File: config.mk
export PLATFORM = sky130hd
export DESIGN_NAME = alu_operand_issue
export DESIGN_NICKNAME = d
export VERILOG_FILES = /design/src/rtl/alu_operand_issue.sv
export SDC_FILE = /design/constraint.sdc
export NUM_CORES = 1
export LEC_CHECK = 0
export BUFFER_PORTS_ARGS = -buffer_cell sky130_fd_sc_hd__buf_2
export CAP_MARGIN = 15
export CORE_MARGIN = 2
export CORE_UTILIZATION = 58
export CTS_CLUSTER_DIAMETER = 100
export DETAILED_ROUTE_END_ITERATION = 12
export GPL_ROUTABILITY_DRIVEN = 0
export GPL_TIMING_DRIVEN = 1
export PLACE_DENSITY = 0.93
export RECOVER_POWER = 50
export SLEW_MARGIN = 25
export SYNTH_ARGS = -nofsm -noshare
export SYNTH_HDL_FRONTEND = slang
export SYNTH_SLANG_ARGS = --single-unit
File: constraint.sdc
create_clock -name clk -period 5.5 [get_ports clk]
set_clock_uncertainty 0.1 [all_clocks]
set_input_delay 0.275 -clock clk [delete_from_list [all_inputs] [get_ports clk]]
set_output_delay 0.275 -clock clk [all_outputs]
set_load 0.1 [all_outputs]
File: src/rtl/alu_operand_issue.sv
// Decode/issue stage ahead of the EX-stage ALU: turns an instruction plus register
// values into ALU operands/control and buffers them in a 2-entry skid queue.
module alu_operand_issue #(
  parameter int XLEN  = 32,
  parameter int DEPTH = 2
) (
  input  logic            clk,
  input  logic            rst_n,
  input  logic            flush,
  input  logic            in_valid,
  output logic            in_ready,
  input  logic [31:0]     instr,
  input  logic [XLEN-1:0] rs_val,
  input  logic [XLEN-1:0] rt_val,
  output logic            out_valid,
  input  logic            out_ready,
  output logic [XLEN-1:0] a,
  output logic [XLEN-1:0] b,
  output logic [5:0]      aluc,
  output logic [4:0]      dest,
  output logic            illegal
);

  localparam logic [5:0] ALU_ADD  = 6'b100000;
  localparam logic [5:0] ALU_ADDU = 6'b100001;
  localparam logic [5:0] ALU_AND  = 6'b100100;
  localparam logic [5:0] ALU_OR   = 6'b100101;
  localparam logic [5:0] ALU_XOR  = 6'b100110;
  localparam logic [5:0] ALU_SLT  = 6'b101010;
  localparam logic [5:0] ALU_SLTU = 6'b101011;
  localparam logic [5:0] ALU_JR   = 6'b001000;
  localparam logic [5:0] ALU_LUI  = 6'b001111;

  typedef struct packed {
    logic [XLEN-1:0] a;
    logic [XLEN-1:0] b;
    logic [5:0]      aluc;
    logic [4:0]      dest;
    logic            illegal;
  } entry_t;

  logic [5:0]  op;
  logic [4:0]  rt;
  logic [4:0]  rd;
  logic [4:0]  shamt;
  logic [5:0]  funct;
  logic [15:0] imm;

  assign op    = instr[31:26];
  assign rt    = instr[20:16];
  assign rd    = instr[15:11];
  assign shamt = instr[10:6];
  assign funct = instr[5:0];
  assign imm   = instr[15:0];

  entry_t dec;

  // Undecodable encodings fall through to the defaults: ADDU of zeros, no writeback.
  always_comb begin
    dec.a       = '0;
    dec.b       = '0;
    dec.aluc    = ALU_ADDU;
    dec.dest    = '0;
    dec.illegal = 1'b0;
    case (op)
      6'h00: begin
        case (funct)
          6'h20, 6'h21, 6'h22, 6'h23, 6'h24, 6'h25, 6'h26, 6'h27,
          6'h2A, 6'h2B, 6'h04, 6'h06, 6'h07: begin
            dec.aluc = funct;
            dec.a    = rs_val;
            dec.b    = rt_val;
            dec.dest = rd;
          end
          6'h00, 6'h02, 6'h03: begin
            dec.aluc = funct;
            dec.a    = {{(XLEN-5){1'b0}}, shamt};
            dec.b    = rt_val;
            dec.dest = rd;
          end
          6'h08: begin
            dec.aluc = ALU_JR;
            dec.a    = rs_val;
          end
          default: dec.illegal = 1'b1;
        endcase
      end
      6'h08, 6'h09, 6'h0A, 6'h0B: begin
        case (op[1:0])
          2'b00:   dec.aluc = ALU_ADD;
          2'b01:   dec.aluc = ALU_ADDU;
          2'b10:   dec.aluc = ALU_SLT;
          default: dec.aluc = ALU_SLTU;
        endcase
        dec.a    = rs_val;
        dec.b    = {{(XLEN-16){imm[15]}}, imm};
        dec.dest = rt;
      end
      6'h0C, 6'h0D, 6'h0E: begin
        case (op[1:0])
          2'b00:   dec.aluc = ALU_AND;
          2'b01:   dec.aluc = ALU_OR;
          default: dec.aluc = ALU_XOR;
        endcase
        dec.a    = rs_val;
        dec.b    = {{(XLEN-16){1'b0}}, imm};
        dec.dest = rt;
      end
      6'h0F: begin
        dec.aluc = ALU_LUI;
        dec.b    = {{(XLEN-16){1'b0}}, imm};
        dec.dest = rt;
      end
      default: dec.illegal = 1'b1;
    endcase
  end

  entry_t      slot0;
  entry_t      slot1;
  logic [1:0]  count;
  logic        push;
  logic        pop;
  entry_t      head;

  assign in_ready  = (count < 2'(DEPTH));
  assign out_valid = (count != 2'd0);
  assign push      = in_valid && in_ready;
  assign pop       = out_valid && out_ready;

  // slot0 is always the head; a simultaneous push/pop can only happen at count=1.
  always_ff @(posedge clk or negedge rst_n) begin
    if (!rst_n) begin
      count <= 2'd0;
      slot0 <= '0;
      slot1 <= '0;
    end else if (flush) begin
      count <= 2'd0;
    end else begin
      case ({push, pop})
        2'b10: begin
          if (count == 2'd0) slot0 <= dec;
          else               slot1 <= dec;
          count <= count + 2'd1;
        end
        2'b01: begin
          slot0 <= slot1;
          count <= count - 2'd1;
        end
        2'b11: slot0 <= dec;
        default: ;
      endcase
    end
  end

  assign head    = out_valid ? slot0 : '0;
  assign a       = head.a;
  assign b       = head.b;
  assign aluc    = head.aluc;
  assign dest    = head.dest;
  assign illegal = head.illegal;

endmodule

## Yosys cells after proc, flatten, opt, wreduce, memory -nomap -nowiden

Cells that the tools add are included.

- Add/sub/neg operators: 2
- Multipliers: 0
- Divide/modulo/power cells: 0
- Order comparisons: 1
- Eq/ne operators: 30
- Shifts and indexed selects: 0
- Muxes and demuxes: 15
- Bitwise logic cells: 2
- Reduce and logical (&&, ||, !) cells: 19

Operator list:

| cell | number |
|---|---|
| 76-bit one-hot mux with 3 select lines | 1 |
| 43-bit one-hot mux with 4 select lines | 1 |
| 76-bit 2-to-1 mux | 2 |
| 32-bit one-hot mux with 2 select lines | 2 |
| 6-bit equality test, second input constant | 10 |
| 6-bit by 4-bit equality test with 1-bit output, second input constant | 9 |
| 32-bit 2-to-1 mux | 1 |
| 6-bit by 3-bit equality test with 1-bit output, second input constant | 3 |
| 17-bit OR reduction | 1 |
| 16-bit OR reduction | 1 |
| 14-bit OR reduction | 1 |
| 6-bit by 2-bit equality test with 1-bit output, second input constant | 2 |
| 6-bit logical NOT | 2 |
| 4-bit one-hot mux with 3 select lines | 1 |
| 6-bit one-hot mux with 2 select lines | 1 |
| 2-bit one-hot mux with 2 select lines | 2 |
| 8-bit OR reduction | 1 |
| 7-bit OR reduction | 1 |
| 2-bit equality test, second input constant | 3 |
| 3-bit AND reduction | 2 |
| 3-bit nonzero test | 2 |
| 3-bit OR reduction | 2 |
| 5-bit 2-to-1 mux | 1 |
| 2-bit by 1-bit equality test with 1-bit output, second input constant | 2 |
| other kinds (12) | 15 |

- Bits in registers: 154
- Latch bits: 0
- RAM bits: 0
- Bits in read-only memories: 0
- Bits of input ports: 101
- Output and inout port bits: 78
- Logic and storage cells: 80
- Memories kept: 0

## Logic depth before layout (Yosys ltp)

- Depth after elaboration: 6
- Mapped depth: 9
- Gate-level depth less buffers: 5

## Least setup slack after synthesis

OpenSTA, ideal clock, no wires.

- Path type: register to output
- Start: register count[1]
- End: output a[22]
- Arrival: 2,498 ps
- Required time: 5,125 ps
- Setup slack: 2,627 ps
- Stages on the path, launching flop included: 5
- Cell sequence: dfrtp_1 > or2_1 > buf_2 > clkbuf_1 > and2_1

- Cells in the longest elaborated chain, start to end: 2

Ends and longest elaborated chain:

| item | line | source |
|---|---|---|
| start: declaration | 120 | `logic [1:0] count;` |
| start signal: assignment | 143 | `count <= count + 2'd1;` |
| start signal: assignment | 147 | `count <= count - 2'd1;` |
| 2-bit nonzero test | 126 | `assign out_valid = (count != 2'd0);` |
| via out_valid | 15 | `output logic out_valid,` |
| 76-bit 2-to-1 mux | 155 | `assign head = out_valid ? slot0 : '0;` |
| end: declaration | 17 | `output logic [XLEN-1:0] a,` |

The timed path passes the listed nets, and every way through them passes these cells.

## Worst setup path in the final report

- Start: input flush
- End: register slot1[45] (netlist bit)

- Cells in the longest elaborated chain, start to end: 2

Ends and longest elaborated chain:

| item | line | source |
|---|---|---|
| start: declaration | 9 | `input logic flush,` |
| 1-bit NOT (no line) | - |  |
| 3-bit AND reduction (no line) | - |  |
| end signal: assignment | 135 | `slot1 <= '0;` |
| end signal: assignment | 142 | `else slot1 <= dec;` |
| end: declaration | 119 | `entry_t slot1;` |

No other way between the ends.
A chain may end at the register's enable or synchronous reset.

==> impl_metrics.csv <==
group,metric,value,unit
critical_path,reg2regPathDepth,6,
critical_path,end_kind,"register",
clocking,cts_num_sinks,154,
clocking,cts_inserted_buffers,17,
synth,synthesis.instances,857,
critical_path,setup.worst_path.start,"flush",
sta,fin_setup_tns,0,ns
route,route.final.wire_length,21500,µm
route,drt_drc_violations_left,0,
critical_path,cp.arrival,3.87,ns
sta,timing.final.crit_share,0.670,
synth,syn_nets,958,
sta,max_freq,272,MHz
pwr,power_density,394,nW/µm²
clocking,maximum_count_of_clock_buffers_along_a_single_path,2,
synth,synth_area,7620,µm²
global_route,grt_use_total,0.308,
critical_path,critical_path_peak_fanout,38,
clocking,post_cts_buffers,0,
synth,post_synth_num_cell_types,48,
place,post_dp_cell_area,8590,µm²
sta,final.hold.worst_slack,0.00837,ns
floorplan,initial_utilization,0.599,
sta,slew_headroom,-0.683,
floorplan,die-width,119,µm
hold_path,hp-class,"input pin to register",
route,wl_met3,1750,µm
status,failed_checks,"max-capacitance violations, max-slew violations",
critical_path,worst_r2r_startpoint,"count[1]",
route,post_dr_wirelength_cell,17.9,µm
route,topRoutingLayerUsed,"met4",
sta,post-route-min-period,3.68,ns
critical_path,required,5.69,ns
final_layout,n_fill_cell,953,
sta,layout_setup_ws,1.82,ns
global_route,number_of_antenna_violations_at_the_first_check_in_global_routing,2,
synth,synth.avg_cell_area,8.89,µm²
sta,timing_hold_violations_final,0,
global_route,grt_overflow_total,0,
final_layout,finalNetCount,1111,
clocking,clock_tree.htree_level_count,4,
floorplan,dieArea,14100,µm²
clocking,post_cts_repair_resize_count,0,
floorplan,chipHeight,119,µm
clocking,cts_tree,"built",
final_layout,layout_common_cells,"sky130_fd_sc_hd__buf_2, sky130_fd_sc_hd__dfrtp_1, sky130_fd_sc_hd__nand2_1",
floorplan,std_cell_rows,41,
sta,rsz0062_at_grt,"no",
hold_path,holdCritStartpoint,"rs_val[20]",
clocking,cts.clk_slew.worst_paths,0.06,ns
sta,tightest_slew,2.52,ns
run,timing.max_cap.violations,2,
hold_path,min_path_cells,3,
route,dr.first_iter.drc_count,758,
synth,ys_async_sr_fraction,1.00,
synth,yosys_most_used_dff,"sky130_fd_sc_hd__dfrtp_1",
place,dpl_worst_slack,2.61,ns
floorplan,i_o_pin_count,179,
floorplan,core_region_area,12700,µm²
clocking,cts_root_buffer,"sky130_fd_sc_hd__clkbuf_16",
final_layout,layout.core_utilization,0.736,
synth,ys.warnings.count,0,
global_route,number_of_global_route_vias_before_repair,7044,
final_layout,layout_commonest_cell,"sky130_fd_sc_hd__buf_2",
sta,setup_viol_count_final,0,
synth,synth-edff-count,0,
route,drtAntennaViolNets,0,
clocking,clk_latency,0.42,ns
route,drt-met1-wl,8320,µm
sta,finalMaxSlewViolations,144,
global_route,grt_first_pass_wirelength,34600,µm
clocking,hold_buffers,18,
synth,seq_area_frac_synth,0.506,
status,outcome,"complete, but fails checks",
route,drt_via_density,6.09,
final_layout,post-route-cell-area,9360,µm²
final_layout,drive_gt1_frac,0.245,
route,wl_met2,10500,µm
place,hpwlAfterDp,12900,µm
pwr,leakage,4.33,nW
place,number_of_buffers_added_on_ports,173,
critical_path,critical_path.startpoint_type,"input pin",
global_route,grt_max_degree,105,
pwr,max-vdd-ir-drop,397,µV
final_layout,area_growth_syn_to_layout,22.8,%
route,drtPass1Iterations,5,
critical_path,crit_type,"input pin to register",
route,via_count,7293,
synth,number_of_storage_elements_in_the_synthesis_netlist,154,
[state kept, by name, summed over array words and instances, names as in the netlist]
| name | flops |
|---|---|
| count | 2 |
| slot0 | 76 |
| slot1 | 76 |
[cells by family after synthesis]
group | after synthesis | synth area share
AOI/OAI and AO/OA | 275 | 0.231
xor gates and xnor gates | 1 | 0.00115
buffers and inverters | 74 | 0.0422
DFF | 154 | 0.506
and+or+nand+nor | 353 | 0.220
[through the flow]
stage                     instances  power (mW)
final                          1197        3.69
after global routing           1197        3.85
after CTS                      1195        3.69
after detailed placement       1145        2.49
after global placement         1143        2.45
after floorplan                 857        2.26
[cell usage after synthesis (2+ instances only)]
| library cell | number | area share |
|---|---|---|
| sky130_fd_sc_hd__nor2_2 | 3 | 0.0025 |
| sky130_fd_sc_hd__nand3_1 | 10 | 0.0066 |
| sky130_fd_sc_hd__a22oi_1 | 13 | 0.013 |
| sky130_fd_sc_hd__buf_1 | 2 | 0.00099 |
| sky130_fd_sc_hd__buf_2 | 14 | 0.0092 |
| sky130_fd_sc_hd__clkbuf_1 | 49 | 0.024 |
| sky130_fd_sc_hd__buf_4 | 3 | 0.0030 |
| sky130_fd_sc_hd__and2_1 | 84 | 0.069 |
| sky130_fd_sc_hd__nand2_1 | 135 | 0.066 |
| sky130_fd_sc_hd__nand4_1 | 3 | 0.0025 |
| sky130_fd_sc_hd__a221oi_1 | 10 | 0.011 |
| sky130_fd_sc_hd__a211oi_1 | 7 | 0.0069 |
| sky130_fd_sc_hd__nor3_1 | 3 | 0.0020 |
| sky130_fd_sc_hd__o22ai_1 | 29 | 0.024 |
| sky130_fd_sc_hd__nor4b_1 | 2 | 0.0023 |
| sky130_fd_sc_hd__a211oi_2 | 20 | 0.033 |
| sky130_fd_sc_hd__a21oi_1 | 126 | 0.083 |
| sky130_fd_sc_hd__dfrtp_1 | 154 | 0.51 |
| sky130_fd_sc_hd__a221o_1 | 10 | 0.013 |
| sky130_fd_sc_hd__inv_1 | 4 | 0.0020 |
| sky130_fd_sc_hd__nor2b_1 | 5 | 0.0041 |
| sky130_fd_sc_hd__or3_1 | 2 | 0.0016 |
| sky130_fd_sc_hd__a31oi_1 | 20 | 0.016 |
| sky130_fd_sc_hd__o211ai_1 | 2 | 0.0020 |
| sky130_fd_sc_hd__buf_6 | 2 | 0.0030 |
| sky130_fd_sc_hd__o21ai_0 | 29 | 0.019 |
| sky130_fd_sc_hd__nor2_1 | 90 | 0.044 |
| sky130_fd_sc_hd__nand2b_1 | 6 | 0.0049 |
[worst paths after layout]
kind                             end  slack [ns]
min                        slot1[64]       0.008
min reg2reg                slot0[14]        0.37
min in group asynchronous  slot1[30]        1.08
max in group asynchronous  slot0[71]        2.45
max                        slot1[45]        1.82
max reg2reg                slot1[45]        1.88
[cell type report]
| class | count | area (µm²) | area share |
|---|---|---|---|
| Antenna cell | 2 | 5.00 | 0.000535 |
| Clock buffer | 20 | 457 | 0.0488 |
| Clock inverter | 12 | 148 | 0.0158 |
| Inverter | 4 | 15.0 | 0.00160 |
| Multi-Input combinational cell | 629 | 3500 | 0.374 |
| Sequential cell | 154 | 3850 | 0.412 |
| Tap cell | 172 | 215 | 0.0230 |
| Timing Repair Buffer | 204 | 1160 | 0.124 |
[critical path, stage by stage]
cell and delay (ns):
sky130_fd_sc_hd__dlygate4sd3_1 0.52, sky130_fd_sc_hd__clkbuf_1 0.16, sky130_fd_sc_hd__inv_1 0.12, sky130_fd_sc_hd__and3_1 0.21, sky130_fd_sc_hd__nand2_1 0.42, sky130_fd_sc_hd__clkbuf_1 1.30, sky130_fd_sc_hd__nor2_1 0.37, sky130_fd_sc_hd__a221o_1 0.49
[power by group]
part	leakage [nW]	internal [mW]	switching [mW]
clock network	0.296	0.734	0.452
registers	1.92	1.38	0.131
logic	2.12	0.283	0.714
[metal layers]
layer,global-route usage,vias to the layer above
met4,0.165,0
met2,0.494,399
li1,-,3303
met5,0,-
met1,0.392,3509
met3,0.0652,82
Power figures use the tool's default switching activity.
